File: config.mk
export PLATFORM = sky130hd
export DESIGN_NAME = dda_motion_sequencer
export DESIGN_NICKNAME = d
export VERILOG_FILES = /design/src/rtl/dda_pkg.sv /design/src/rtl/dda_axis_acc.sv /design/src/rtl/dda_motion_sequencer.sv
export SDC_FILE = /design/constraint.sdc
export NUM_CORES = 1
export LEC_CHECK = 0
export CORE_MARGIN = 2
export CORE_UTILIZATION = 40
export CTS_CLUSTER_DIAMETER = 50
export DETAILED_ROUTE_END_ITERATION = 8
export PLACE_DENSITY_LB_ADDON = 0.25
export SYNTH_ARGS = -nofsm -noshare
export SYNTH_HDL_FRONTEND = slang
export SYNTH_SLANG_ARGS = --single-unit
File: constraint.sdc
create_clock -name clk -period 4.5 [get_ports clk]
set_input_delay 1.125 -clock clk [delete_from_list [all_inputs] [get_ports clk]]
set_output_delay 1.125 -clock clk [all_outputs]
set_load 0.02 [all_outputs]
File: src/rtl/dda_pkg.sv
// Shared types and constants for the two-axis DDA segment sequencer.
package dda_pkg;

  localparam int ACC_W   = 9;
  localparam int DIR_BIT = 7;

  typedef enum logic [1:0] {
    S_IDLE,
    S_LOAD,
    S_RUN,
    S_FAULT
  } state_t;

  typedef struct packed {
    logic [7:0] nx;
    logic [7:0] ny;
    logic [7:0] n;
  } cmd_t;

endpackage

File: src/rtl/dda_axis_acc.sv
// One DDA axis: accumulates the step magnitude per tick and emits a
// registered step pulse each time the accumulator wraps past n.
module dda_axis_acc
  import dda_pkg::*;
(
  input  logic       clk,
  input  logic       rst_n,
  input  logic       clr,
  input  logic       tick,
  input  logic [6:0] mag,
  input  logic [7:0] n,
  output logic       step
);

  logic [ACC_W-1:0] acc_q, acc_d, sum;
  logic             step_q, step_d;

  always_comb begin
    sum    = acc_q + {2'b00, mag};
    acc_d  = acc_q;
    step_d = 1'b0;
    if (clr) begin
      acc_d = '0;
    end else if (tick) begin
      if (sum >= {1'b0, n}) begin
        acc_d  = sum - {1'b0, n};
        step_d = 1'b1;
      end else begin
        acc_d = sum;
      end
    end
  end

  always_ff @(posedge clk or negedge rst_n) begin
    if (!rst_n) begin
      acc_q  <= '0;
      step_q <= 1'b0;
    end else begin
      acc_q  <= acc_d;
      step_q <= step_d;
    end
  end

  assign step = step_q;

endmodule

File: src/rtl/dda_motion_sequencer.sv
// Two-axis DDA segment sequencer: 2-deep command FIFO, LOAD/RUN control and
// per-axis step generation, with limit-switch fault and abort handling.
module dda_motion_sequencer
  import dda_pkg::*;
#(
  parameter int TICK_DIV = 100,
  parameter int W        = 8
) (
  input  logic         clk,
  input  logic         rst_n,
  input  logic         cmd_valid,
  output logic         cmd_ready,
  input  logic [W-1:0] cmd_nx,
  input  logic [W-1:0] cmd_ny,
  input  logic [W-1:0] cmd_n,
  input  logic         ls_x,
  input  logic         ls_y,
  input  logic         abort,
  input  logic         clr_fault,
  output logic         step_x,
  output logic         step_y,
  output logic         dir_x,
  output logic         dir_y,
  output logic         seg_done,
  output logic         busy,
  output logic         fault
);
  // state | meaning
  // IDLE  | waiting for a queued command
  // LOAD  | one cycle: pop head, latch it, clear accumulators and timers, validate
  // RUN   | prescaler running; n DDA ticks of stepping
  // FAULT | limit hit or magnitude > n; pushes blocked until clr_fault

  localparam int            PW         = (TICK_DIV > 1) ? $clog2(TICK_DIV) : 1;
  localparam logic [PW-1:0] PRESC_LAST = PW'(TICK_DIV - 1);

  state_t        state_q, state_d;
  cmd_t          ent0_q, ent0_d, ent1_q, ent1_d, cur_q, cur_d, new_cmd;
  logic [1:0]    cnt_q, cnt_d;
  logic [PW-1:0] presc_q, presc_d;
  logic [7:0]    tick_cnt_q, tick_cnt_d;
  logic          seg_done_q, seg_done_d;
  logic          rdy_q, rdy_d;
  logic          push, pop, flush, ls_any, mag_fault, tick;

  assign new_cmd   = '{nx: cmd_nx, ny: cmd_ny, n: cmd_n};
  assign ls_any    = ls_x || ls_y;
  assign mag_fault = ({1'b0, ent0_q.nx[DIR_BIT-1:0]} > ent0_q.n) ||
                     ({1'b0, ent0_q.ny[DIR_BIT-1:0]} > ent0_q.n);
  assign cmd_ready = rdy_q && (cnt_q != 2'd2) && (state_q != S_FAULT);
  assign push      = cmd_valid && cmd_ready;
  assign pop       = (state_q == S_LOAD);
  assign flush     = abort ||
                     (((state_q == S_LOAD) || (state_q == S_RUN)) && ls_any) ||
                     ((state_q == S_LOAD) && mag_fault);
  assign tick      = (state_q == S_RUN) && (presc_q == PRESC_LAST) && !abort && !ls_any;
  assign rdy_d     = 1'b1;

  // Pop shifts entry 1 down; the push lands in the first free slot after the pop.
  always_comb begin
    ent0_d = ent0_q;
    ent1_d = ent1_q;
    cnt_d  = cnt_q;
    if (flush) begin
      cnt_d = 2'd0;
    end else begin
      if (pop) begin
        ent0_d = ent1_q;
        cnt_d  = cnt_q - 2'd1;
      end
      if (push) begin
        if (cnt_d == 2'd0) ent0_d = new_cmd;
        else               ent1_d = new_cmd;
        cnt_d = cnt_d + 2'd1;
      end
    end
  end

  always_comb begin
    state_d    = state_q;
    cur_d      = cur_q;
    presc_d    = presc_q;
    tick_cnt_d = tick_cnt_q;
    seg_done_d = 1'b0;
    unique case (state_q)
      S_IDLE: begin
        if (cnt_d != 2'd0) state_d = S_LOAD;
      end
      S_LOAD: begin
        cur_d      = ent0_q;
        presc_d    = '0;
        tick_cnt_d = '0;
        if (abort)                    state_d = S_IDLE;
        else if (ls_any || mag_fault) state_d = S_FAULT;
        else if (ent0_q.n == 8'd0) begin
          seg_done_d = 1'b1;
          state_d    = (cnt_d != 2'd0) ? S_LOAD : S_IDLE;
        end else                      state_d = S_RUN;
      end
      S_RUN: begin
        if (abort)       state_d = S_IDLE;
        else if (ls_any) state_d = S_FAULT;
        else if (presc_q == PRESC_LAST) begin
          presc_d    = '0;
          tick_cnt_d = tick_cnt_q + 8'd1;
          if ((tick_cnt_q + 8'd1) == cur_q.n) begin
            seg_done_d = 1'b1;
            state_d    = (cnt_d != 2'd0) ? S_LOAD : S_IDLE;
          end
        end else begin
          presc_d = presc_q + PW'(1);
        end
      end
      S_FAULT: begin
        if (clr_fault) state_d = S_IDLE;
      end
      default: state_d = S_IDLE;
    endcase
  end

  always_ff @(posedge clk or negedge rst_n) begin
    if (!rst_n) begin
      state_q    <= S_IDLE;
      ent0_q     <= '0;
      ent1_q     <= '0;
      cur_q      <= '0;
      cnt_q      <= 2'd0;
      presc_q    <= '0;
      tick_cnt_q <= '0;
      seg_done_q <= 1'b0;
      rdy_q      <= 1'b0;
    end else begin
      state_q    <= state_d;
      ent0_q     <= ent0_d;
      ent1_q     <= ent1_d;
      cur_q      <= cur_d;
      cnt_q      <= cnt_d;
      presc_q    <= presc_d;
      tick_cnt_q <= tick_cnt_d;
      seg_done_q <= seg_done_d;
      rdy_q      <= rdy_d;
    end
  end

  dda_axis_acc u_acc_x (
    .clk  (clk),
    .rst_n(rst_n),
    .clr  (state_q == S_LOAD),
    .tick (tick),
    .mag  (cur_q.nx[DIR_BIT-1:0]),
    .n    (cur_q.n),
    .step (step_x)
  );

  dda_axis_acc u_acc_y (
    .clk  (clk),
    .rst_n(rst_n),
    .clr  (state_q == S_LOAD),
    .tick (tick),
    .mag  (cur_q.ny[DIR_BIT-1:0]),
    .n    (cur_q.n),
    .step (step_y)
  );

  assign dir_x    = cur_q.nx[DIR_BIT];
  assign dir_y    = cur_q.ny[DIR_BIT];
  assign seg_done = seg_done_q;
  assign busy     = (state_q == S_LOAD) || (state_q == S_RUN);
  assign fault    = (state_q == S_FAULT);

endmodule
# After elaboration in Yosys (flattened, before gate mapping)
# Index checks and enable logic that the tools add are counted.
dict set report totals {
  register_bits 113
  input_bits 31
  out_inout_bits 8
  wordCells 119
}
dict set report classes {
  n_addsub 8
  order_cmp 4
  eq_ne 14
  muxes 46
  bitwise 2
  n_reduce_logical 26
}
# operator n
set ops {}
lappend ops {{$mux 24} 3}
lappend ops {{$mux 9} 6}
lappend ops {{$mux 2} 13}
lappend ops {{$mux 8} 3}
lappend ops {{$mux 7} 3}
lappend ops {{$add 9x7->9} 2}
lappend ops {{$ge 9x8->1} 2}
lappend ops {{$sub 9x8->9} 2}
lappend ops {{$gt 7x8->1} 2}
lappend ops {{$pmux 8 s2} 1}
lappend ops {{$mux 1} 14}
lappend ops {{$pmux 7 s2} 1}
lappend ops {{$ne 2x2->1 const B} 6}
lappend ops {{$add 8x1->8 const B} 1}
lappend ops {{$eq 8x8->1} 1}
lappend ops {{$logic_and 1x1->1} 8}
lappend ops {{$logic_not 8->1} 1}
lappend ops {{$ne 4x3->1 const B} 2}
lappend ops {{$pmux 2 s4} 1}
lappend ops {{$reduce_and 4->1} 2}
lappend ops {{$add 7x1->7 const B} 1}
lappend ops {{$eq 7x7->1 const B} 1}
lappend ops {{$logic_or 1x1->1} 6}
lappend ops {{$reduce_and 3->1} 2}
lappend ops {{other kinds (10)} 16}

# Longest topological paths before layout
dict set report logic_depth {
  ltp_word 16
  mapped_depth 15
}

# By module
# Synthesis repeated with hierarchy kept, for this count alone.
dict set report unflattened {
  hier_cells 726
  area_unflattened_um2 7166.9
}
# module n_inst cells_per_inst area_per_inst_um2 seq_area_each_um2
set modules_own_cells {}
lappend modules_own_cells {dda_motion_sequencer 1 426 4664.5 2327.2}
lappend modules_own_cells {dda_axis_acc 2 150 1251.2 250.2}

# Worst setup path before layout
# OpenSTA, ideal clock, no wires.
dict set report synth_path {
  path_kind {reg2reg}
  start {reg cur_q[9] (netlist name)}
  end {reg u_acc_y.acc_q[0]}
  setup_time_ns 0.077
  arrival_ns 3.233
  slack_ns 1.189
  path_stages_with_launch 15
  period_less_slack_ns 3.311
  cell_sequence {dfrtp_1 ha_1 a21o_1 a21oi_1 o21ai_0 o41ai_1 xnor2_1 ha_1 nand4_1 nor2_1 nor3_1 nand2_1 a21oi_1 mux2_2 a21oi_1}
}
dict set report synth_between {
  elab_chain_cells 5
}
# element line_no
set synth_rtl {}
lappend synth_rtl {{start: declaration} dda_motion_sequencer.sv:38} ;# cmd_t ent0_q, ent0_d, ent1_q, ent1_d, cur_q, cur_d, new_cmd;
lappend synth_rtl {{start signal: assignment} dda_motion_sequencer.sv:136} ;# cur_q <= cur_d;
lappend synth_rtl {{$add 9x7->9} dda_axis_acc.sv:19} ;# sum = acc_q + {2'b00, mag};
lappend synth_rtl {{$ge 9x8->1} dda_axis_acc.sv:25} ;# if (sum >= {1'b0, n}) begin
lappend synth_rtl {{$mux 9} dda_axis_acc.sv:25}
lappend synth_rtl {{$mux 9} dda_axis_acc.sv:24} ;# end else if (tick) begin
lappend synth_rtl {{$mux 9} dda_axis_acc.sv:22} ;# if (clr) begin
lappend synth_rtl {{end signal: assignment} dda_axis_acc.sv:36} ;# acc_q <= '0;
lappend synth_rtl {{end signal: assignment} dda_axis_acc.sv:39} ;# acc_q <= acc_d;
lappend synth_rtl {{end: declaration} dda_axis_acc.sv:15} ;# logic [ACC_W-1:0] acc_q, acc_d, sum;
# No other way between the ends. The select of a mux whose other input is x is not followed.
# A chain may end at the register's enable or synchronous reset.

# Worst setup path in the final report
# Same ends and word-level chain as after synthesis.

==> flow_summary.toml <==
[die]
die_h_um = 136
coreArea_um2 = 17100
start_util = 0.405
fp-row-count = 48
die_area_um2 = 18400
die_w_um = 136
ioPinCount = 39

[pwr]
internal_power_uw = 3600
peakVddDrop_uv = 368
p_clk_frac = 0.203
power_frac_seq = 0.274
p_sw_frac = 0.425
p_total_uw = 6250
netSwitchingPower_uw = 2650
p_comb_frac = 0.523
power.density_nw_per_um2 = 773
p_leak_uw = 0.00357

[synthesis]
synth_cells = 695
ys_types = 65
ys_warn_count = 0
synth_ff_type = "dfrtp_1"
synth_nets = 783
async_flop_share = 1.00
netlist_area_um2 = 6930
ys_ff_latch = 113
synth_seq_area_share = 0.408
synth-edff-count = 0
postSynthAreaPerCell_um2 = 9.97

[timing]
finalCritPeriodShare = 0.861
fin_tns_setup_ps = 0
drv_slew = 0
hold_slack_ps = 497
slew-limit-headroom = 0.462
final-setup-viol-count = 0
worst_slack_ps = 626
period_needed_ps = 3870
hold_viol = 0
tightest_slew_ps = 805
rsz0062_at_grt = "no"
skew_ps = 4.90
max_freq_ghz = 0.258

[finish]
layout_commonest_cell = "dfrtp_1"
area_growth_pct = 16.8
final_util = 0.473
finalNetCount = 821
mostFrequentLayoutCells = "113 x dfrtp_1, 53 x ha_1, 47 x o21ai_0"
antenna_cells = 0
drive_gt1_frac = 0.125

[setup_path]
required_ps = 4840
crit_fanout = 6
cp-end-kind = "flip-flop"
worstPathArrival_ps = 4210
crit_path_start_kind = "flip-flop"
worstSetupPathType = "reg -> reg"

[detailed_routing]
finalWirelength_mm = 16.8
ant_nets = 0
first_iter_violations = 347
post_drt_wl_per_cell_um = 17.3
route.detailed.drc = 0
vias = 5536
drt_first_pass_iters = 5
vias_per_cell = 5.70

[clocking]
clkTransAtPathRegs_ps = 60
cts_buffers = 17
cts_tree = "built"
cts_hold_buffers = 0
worstSkewPairLatency_ps = 420
clockRootBuffer = "clkbuf_16"
cts_max_level = 4
cts_buffer_depth = 2
cts_resized = 0
clock-sinks = 113
post_cts_buffers = 0

[global_route]
grtUsageTotal = 0.198
grt_antenna_before_repair = 0
grt_pass1_vias = 5591
grt_max_degree = 60
grt_overflow_total = 0
grt_pass1_wl_mm = 28.6

[placement]
hpwlAfterDp_mm = 12.1
gp_congestion = 0.851
pre_cts_slack_ps = 669
portBuffers = 38

[job]
cap_violations = 0

[worst_hold_path]
hp-class = "reg -> reg"

[run_status]
status = "completed"
==> power groups by stage <==
stage | logic (µW) | registers, µW | clock network, µW
3_3_place_gp | 3130 | 1710 | 0
4_1_cts | 3260 | 1710 | 1300
3_5_place_dp | 3220 | 1720 | 0
2_1_floorplan | 2510 | 1600 | 0
6_report | 3270 | 1710 | 1270
5_1_grt | 3640 | 1770 | 1350
==> synth_stat cells, drive strengths merged, types with 3 or more instances <==
| cell type | n | area [µm²] |
|---|---|---|
| dfrtp | 113 | 2830 |
| nand3 | 18 | 90.1 |
| nor3 | 14 | 70.1 |
| ha | 53 | 663 |
| or3 | 8 | 50.1 |
| a21boi | 7 | 60.1 |
| o2bb2ai | 3 | 26.3 |
| a22o | 5 | 43.8 |
| o31ai | 5 | 37.5 |
| xnor2 | 20 | 175 |
| a211oi | 3 | 22.5 |
| buf | 10 | 52.6 |
| nand2b | 5 | 31.3 |
| inv | 37 | 139 |
| fa | 4 | 80.1 |
| nor2b | 9 | 56.3 |
| a21o | 12 | 90.1 |
| o21ai | 48 | 244 |
| a32o | 3 | 30.0 |
| mux2 | 46 | 518 |
| nand4 | 7 | 58.8 |
| mux2i | 12 | 120 |
| nor2 | 41 | 154 |
| o22ai | 27 | 169 |
| nor4 | 7 | 50.1 |
| and3 | 6 | 37.5 |
| clkbuf | 17 | 63.8 |
| a2bb2oi | 24 | 210 |
| xor2 | 10 | 87.6 |
| nand2 | 43 | 164 |
| a21oi | 43 | 215 |
| o21a | 4 | 30.0 |
==> metal layers <==
layer | up-vias | wire, µm | global-route usage
li1 | 2648 | - | -
met1 | 2730 | 7770 | 0.259
met2 | 135 | 8090 | 0.325
met3 | 23 | 707 | 0.0527
met4 | 0 | 262 | 0.0550
met5 | - | 0 | 0
==> cell type report <==
cell class	count	area, µm²
Clock buffer	19	433
Tap cell	225	282
Timing Repair Buffer	46	438
Clock inverter	13	128
Fill cell	1542	9020
Inverter	37	139
Multi-Input combinational cell	518	3850
Sequential cell	113	2830
==> logic make-up after synthesis <==
group	after synthesis	share of synthesized area
flops	113	0.408
buf+inv	64	0.0368
compound gates	201	0.192
simple gates	171	0.125
mux	58	0.0921
fa+ha+maj	57	0.107
xor+xnor	30	0.0379
other cells	1	0.000541
==> critical path: stages, from the launching register on <==
cell and delay [ps]:
dfrtp_1 410, ha_1 290, a21o_1 170, a21oi_1 230, o21ai_0 170, o41ai_1 640, xnor2_1 160, ha_1 370
nand4_1 110, nor2_1 50, nor3_1 170, nand2_1 140, a21oi_1 360, mux2_2 390, a21oi_1 130
==> flip-flops by register name (all words and copies together) (netlist names) <==
| name | flops |
|---|---|
| cur_q | 22 |
| u_acc_x.acc_q | 9 |
| presc_q | 7 |
| ent0_q | 24 |
| u_acc_y.step | 1 |
| ent1_q | 24 |
| state_q | 2 |
| tick_cnt_q | 8 |
| u_acc_x.step | 1 |
| dir_y | 1 |
| seg_done | 1 |
| rdy_q | 1 |
| dir_x | 1 |
| u_acc_y.acc_q | 9 |
| cnt_q | 2 |
==> per-stage QoR <==
stage	cells	area, µm²
floorplan	695	6930
global placement	939	7530
detailed placement	939	7530
CTS	971	8090
global route	971	8090
finish	971	8090
==> worst paths after layout <==
check | from | endpoint | slack [ps] | cells past startpoint
worst min-delay path | ent1_q[15] | ent1_q[15] | 500 | 1
worst min register to register | ent1_q[15] | ent1_q[15] | 500 | 1
min in group asynchronous | rst_n | u_acc_x.acc_q[8] | 780 | 1
worst max register to register | cur_q[9] | u_acc_y.acc_q[0] | 630 | 14
max in group asynchronous | rst_n | ent0_q[7] | 2800 | 2
worst max-delay path | cur_q[9] | u_acc_y.acc_q[0] | 630 | 14
No activity file was read; power rests on OpenSTA's default activity.
